File: config.mk
export PLATFORM = sky130hd
export DESIGN_NAME = d_flipflop_7bit
export DESIGN_NICKNAME = d
export VERILOG_FILES = /design/src/rtl/d_flipflop_7bit.sv
export SDC_FILE = /design/constraint.sdc
export NUM_CORES = 1
export LEC_CHECK = 0
export CAP_MARGIN = 10
export CORE_MARGIN = 8
export CORE_UTILIZATION = 36
export CTS_CLUSTER_SIZE = 16
export DETAILED_ROUTE_END_ITERATION = 8
export PLACE_DENSITY = 0.79
export SETUP_SLACK_MARGIN = 0.15
export SLEW_MARGIN = 5
export SYNTH_ARGS = -nofsm -noshare
export SYNTH_HDL_FRONTEND = slang
export SYNTH_SLANG_ARGS = --single-unit
File: constraint.sdc
create_clock -name clk -period 1.3 [get_ports clk]
set_input_delay 0.26 -clock clk [delete_from_list [all_inputs] [get_ports clk]]
set_output_delay 0.26 -clock clk [all_outputs]
set_load 0.05 [all_outputs]
File: src/rtl/d_flipflop_7bit.sv
// Program-counter state register: captures the next address on each rising
// edge and presents it to the ROM as the current instruction address.
// Adds capture enable, synchronous clear, a capture-valid flag and a
// registered change strobe so the PC can be stalled, restarted and monitored.
module d_flipflop_7bit #(
    parameter int WIDTH       = 7,
    parameter int RESET_VALUE = 0
) (
    input  logic             clk,
    input  logic             reset,
    input  logic [WIDTH-1:0] d,
    input  logic             en,
    input  logic             clr,
    output logic [WIDTH-1:0] q,
    output logic             q_valid,
    output logic             q_chg
);

    // Reset/clear value, truncated to the register width.
    localparam logic [WIDTH-1:0] RST_VAL = WIDTH'(RESET_VALUE);

    logic [WIDTH-1:0] r_q;
    logic             r_q_valid;
    logic             r_q_chg;

    logic [WIDTH-1:0] w_q_next;
    logic             w_valid_next;
    logic             w_chg_next;

    // Next-state selection: clear beats enable, otherwise hold.
    always_comb begin
        w_q_next     = r_q;
        w_valid_next = r_q_valid;
        if (clr) begin
            w_q_next     = RST_VAL;
            w_valid_next = 1'b1;
        end else if (en) begin
            w_q_next     = d;
            w_valid_next = 1'b1;
        end
        w_chg_next = (w_q_next != r_q);
    end

    // State register; reset acts immediately without waiting for a clock.
    always_ff @(posedge clk or posedge reset) begin
        if (reset) begin
            r_q       <= RST_VAL;
            r_q_valid <= 1'b0;
            r_q_chg   <= 1'b0;
        end else begin
            r_q       <= w_q_next;
            r_q_valid <= w_valid_next;
            r_q_chg   <= w_chg_next;
        end
    end

    assign q       = r_q;
    assign q_valid = r_q_valid;
    assign q_chg   = r_q_chg;

endmodule

==> run summary, run 1 <==
Die Y - 53.1 um
Net Sw Frac - 0.314
# DRC - 0
Comb pwr share - 0.370
Mapped Cells - 50
max_slew headroom - 0.759
GRT Overall Usage - 0.117
Final Critical Period - 1.37 ns
fraction of registers with async set/reset - 1.00
Reg2Reg Depth - 3
delay of the slowest cell on the worst path - 0.55 ns
Crit. End Element - flip-flop
P per Cell Area - 878 mW/mm2
crit path max fanout - 2
Post-synth EDFFs - 0
reg2reg start - q[4]
clk slew on worst S/H paths - 0.06 ns
failing checks - setup timing
multi-input logic area - 264 um2
most used flip-flop cell after synthesis - dfrtp_1
grt ovf - 0
number of global-route vias before repair - 546
CTS buffer count - 3
P_sw - 266 uW
ANT cells - 0
Final Cycle Share - 1.05
clk_skew - 0.00420 ns
Seq cells post-synth - 9
final worst setup slack - -0.0673 ns
most frequent cells in the layout - buf_4, clkdlybuf4s50_1, buf_12
Syn. warnings - 0
Internal - 582 uW
First-pass DRT Iterations - 4
nets@finish - 97
clk sinks - 9
status - finished with violations
Fin Hold WS - 0.263 ns
number of port buffers - 19
Register Area - 231 um2
Critical-path top delay cell - or4_4
most common cell after layout, fill and taps aside - buf_4
Hold Vio Cnt, Final - 0
initial core utilization - 0.385
RSZ-0062 raised after global routing - true
final max-slew violation count - 0
FILL cells - 87
WL met3 - 155 um
Area Growth Syn to Fin - 95.4%
Reg2Reg Setup Slack - -0.07 ns
Worst setup SP type - flip-flop
critical path class - flip-flop to flip-flop
max-cap viol count - 0
total power after layout - 848 uW
WL met2 - 786 um
worst slew pin tran - 0.360 ns
die width - 53.1 um
Synth top area share - 0.456
HP Class - input port to async pin
DIE AREA - 0.00281 mm2
critical path required time - 1.43 ns
layout cell share with drive strength beyond 1 - 0.424
synth unique cells - 24
Clock Latency Late Sink - 0.26 ns
clock share of power - 0.258
via/cell ratio - 5.23
dpl hpwl - 1100 um
Ports - 20
H-Tree Depth - 1
Worst Path Arrival - 1.49 ns
setup violators final - 2
largest cells by area after synthesis - dfrtp_1, mux2i_1, nor2_1, inv_1, nand2b_1
first-pass GRT wire length - 2430 um
GP Congestion - 0.860
largest net degree at the start of global routing - 10
1st-iter DRT viols - 15
CTS max path bufs - 2
Std-Cell Rows - 13
VDD IR max - 0.588 mV
post-DR wirelength/cell - 16.0 um
Routed WL - 1600 um
max layer used - met4
wl on met1 - 617 um
Cell Area, Synth - 494 um2
Flop pwr share - 0.371
LEAKAGE - 0.448 nW
Seq/Total Area, Yosys - 0.456
Peak Freq - 0.731 GHz
TritonCTS clock tree - built
core area - 0.00128 mm2
Synth area leader - dfrtp_1
DRT antenna net count - 0
FF-to-FF End - q_chg
Post-Syn Nets - 61
crit-path cells - or4_4, o31ai_4, nand4_1
initial antenna violation count - 0
Mean Syn Cell Area - 9.88 um2
Clock Tree Root - clkbuf_4
Layout Utilization - 0.752
vias after detailed routing - 523
setup TNS - -0.0730 ns
-- how the worst max path moves through the flow --
| stage | end | start |
|---|---|---|
| floorplan | q_chg | q[4] |
| global placement | q_chg | d[2] |
| detailed placement | q_chg | d[2] |
| CTS | q_chg | q[4] |
| global route | q_chg | q[4] |
| finish | q_chg | q[4] |
-- flip-flops by register name, summed over array words and instances, names as in the netlist --
name,count
q,7
q_valid,1
q_chg,1
-- synthesized netlist by cell type, drive strengths merged, types with 2 or more instances --
cell type  count
nand2b         3
mux2i          7
nor2           7
dfrtp          9
o31ai          2
inv            6
-- power groups by stage --
stage	combinational, mW	clock (mW)	sequential [mW]
floorplan	0.0661	0	0.376
global placement	0.274	0	0.317
detailed placement	0.280	0	0.318
CTS	0.296	0.224	0.313
global route	0.331	0.234	0.316
finish	0.314	0.219	0.315
-- worst max-delay path, delay by kind of cell (launching register included) --
family / cells / cell delay [ns]
and+or+nand+nor: 2 / 0.66
DFF: 1 / 0.40
AOI/OAI and AO/OA: 1 / 0.17
-- per-stage QoR --
stage | setup slack (ns) | area [um2] | instances
2_1_floorplan | -0.172 | 498 | 50
5_1_grt | -0.0935 | 966 | 100
3_5_place_dp | -0.216 | 863 | 92
4_1_cts | -0.0451 | 925 | 98
3_3_place_gp | -0.171 | 863 | 92
6_report | -0.0673 | 966 | 100
-- layer usage --
layer	vias up	GRT usage
met5	-	0
met4	0	0.0336
met3	8	0.0448
met2	27	0.211
met1	242	0.121
li1	246	-
-- kinds of logic (layout without fill, tap and decap cells) --
group / after synthesis / in the layout / synth area share
xor+xnor: 1 / 1 / 0.0177
simple gates: 17 / 17 / 0.190
flops: 9 / 9 / 0.456
compound gates: 8 / 8 / 0.132
buf+inv: 8 / 43 / 0.0633
mux: 7 / 7 / 0.142
-- timing repair --
action / CTS / global route
setup buffers: 2 / 2
hold buffers: 0 / 0
pin swaps: 0 / 3
gates resized for setup: 6 / 5
setup endpoints to repair: 7 / 13
-- final cells by class --
cell class	instances	area share
Inverter	6	0.0233
Multi-Input combinational cell	33	0.273
Timing Repair Buffer	33	0.417
Clock buffer	4	0.0272
Tap cell	15	0.0194
Sequential cell	9	0.240
Note: power is estimated with default switching activity, not from simulation.
==> inputs of run 2 (changes only) <==
RECOVER_POWER = 100   (was default)
==> run 2 against run 1 <==
Against the previous run:
- the flow still finishes with violations (setup timing)
- wire length is 1.1% higher
- flip-flop and latch count stayed put
- clock power is essentially flat
- highest routed layer unchanged
- clock skew is essentially flat
- die area unchanged
- largest cell class unchanged
- worst setup slack worse by 0.0046 ns
- cell area decreased by 6.3%
- combinational power down 8.0%
- fmax shrank 0.34%
==> run summary, run 2 (synthesized netlist as in run 1, its figures left out) <==
status - finished with violations
failing checks - setup timing
Crit. End Element - flip-flop
setup TNS - -0.0727 ns
setup violators final - 2
Die Y - 53.1 um
Ports - 20
# DRC - 0
number of port buffers - 19
core area - 0.00128 mm2
Net Sw Frac - 0.319
CTS max path bufs - 2
crit path max fanout - 2
GRT Overall Usage - 0.117
worst slew pin tran - 0.360 ns
critical path required time - 1.42 ns
FF-to-FF End - q_chg
clock share of power - 0.265
wl on met1 - 626 um
Peak Freq - 0.729 GHz
TritonCTS clock tree - built
max-cap viol count - 0
WL met3 - 159 um
Hold Vio Cnt, Final - 0
via/cell ratio - 5.34
initial antenna violation count - 0
RSZ-0062 raised after global routing - true
VDD IR max - 0.562 mV
P_sw - 260 uW
First-pass DRT Iterations - 4
Flop pwr share - 0.381
grt ovf - 0
Final Critical Period - 1.37 ns
number of global-route vias before repair - 546
LEAKAGE - 0.425 nW
DRT antenna net count - 0
max layer used - met4
first-pass GRT wire length - 2430 um
critical path class - flip-flop to flip-flop
Area Growth Syn to Fin - 83.0%
Reg2Reg Setup Slack - -0.07 ns
largest net degree at the start of global routing - 10
die width - 53.1 um
finished layout cell area - 905 um2
clk sinks - 9
clk_skew - 0.00411 ns
max_slew headroom - 0.760
ANT cells - 0
DIE AREA - 0.00281 mm2
reg2reg start - q[3]
WL met2 - 811 um
Critical Path Source - q[3]
nets@finish - 97
multi-input logic area - 264 um2
Internal - 556 uW
Worst Path Arrival - 1.49 ns
Register Area - 229 um2
max reg flops - 7
Reg2Reg Depth - 3
H-Tree Depth - 1
P per Cell Area - 902 mW/mm2
initial core utilization - 0.385
final worst setup slack - -0.0720 ns
post-DR wirelength/cell - 16.2 um
HP Class - input port to async pin
1st-iter DRT viols - 16
Routed WL - 1620 um
GP Congestion - 0.860
most frequent cells in the layout - mux2i_1, nor2_1, clkdlybuf4s50_1, buf_4
FILL cells - 98
clk slew on worst S/H paths - 0.06 ns
Std-Cell Rows - 13
Clock Latency Late Sink - 0.26 ns
final max-slew violation count - 0
layout cell share with drive strength beyond 1 - 0.376
CTS buffer count - 3
Final Cycle Share - 1.06
dpl hpwl - 1100 um
Comb pwr share - 0.354
vias after detailed routing - 534
Clock Tree Root - clkbuf_4
Worst setup SP type - flip-flop
dpl cell area - 863 um2
==> run 2: cell types whose count changed in the layout (fill, tap and decap cells not counted), sizes merged <==
cell	before	now
clkdlybuf4s50	9	7
clkbuf	4	11
dlygate4sd3	0	2
buf	23	16
==> run 2: worst max-delay path by stage <==
| stage | slack (ns) | cells after the start | endpoint |
|---|---|---|---|
| 5_1_grt | -0.09 | 3 | q_chg |
| 4_1_cts | -0.05 | 3 | q_chg |
| 2_1_floorplan | -0.17 | 3 | q_chg |
| 3_5_place_dp | -0.22 | 5 | q_chg |
| 6_report | -0.07 | 3 | q_chg |
| 3_3_place_gp | -0.17 | 5 | q_chg |
==> run 2: layout make-up <==
type	count	share of cell area
timing repair buffer	33	0.380
sequential	9	0.253
tap	15	0.0207
clock buffer	4	0.0290
multi-input combinational	33	0.292
inverter	6	0.0249
==> run 2: metrics by stage <==
step	hold WS [ns]	instances	util	power (mW)	worst slack, ns
6_report	0.399	100	0.704	0.816	-0.0720
5_1_grt	0.409	100	0.704	0.851	-0.0935
4_1_cts	0.269	98	0.720	0.833	-0.0451
3_5_place_dp	0.519	92	0.672	0.598	-0.216
3_3_place_gp	0.516	92	0.672	0.592	-0.171
2_1_floorplan	0.0877	50	-	0.442	-0.172
==> run 2: timing repair <==
| action | CTS | global route |
|---|---|---|
| cloned | 0 | 0 |
| pin swaps | 0 | 3 |
| gates resized for setup | 6 | 5 |
| setup endpoints to repair | 7 | 13 |
| buffers inserted | 2 | 2 |
| hold buffers | 0 | 0 |
==> run 2: layer usage <==
| metal | GRT usage | up-vias |
|---|---|---|
| met1 | 0.121 | 250 |
| met4 | 0.0336 | 0 |
| met3 | 0.0448 | 4 |
| li1 | - | 251 |
| met2 | 0.211 | 29 |
| met5 | 0 | - |
==> run 2: worst max-delay path, stage by stage, from the launching register on <==
cell and delay [ns]:
dfrtp_2 0.41, or4_4 0.53, o31ai_4 0.17, nand4_1 0.11
==> run 2: power groups by stage <==
stage	registers, mW	logic, mW	clock network (mW)
2_1_floorplan	0.376	0.0661	0
3_3_place_gp	0.317	0.274	0
3_5_place_dp	0.318	0.280	0
4_1_cts	0.313	0.296	0.224
5_1_grt	0.312	0.305	0.234
6_report	0.311	0.289	0.216
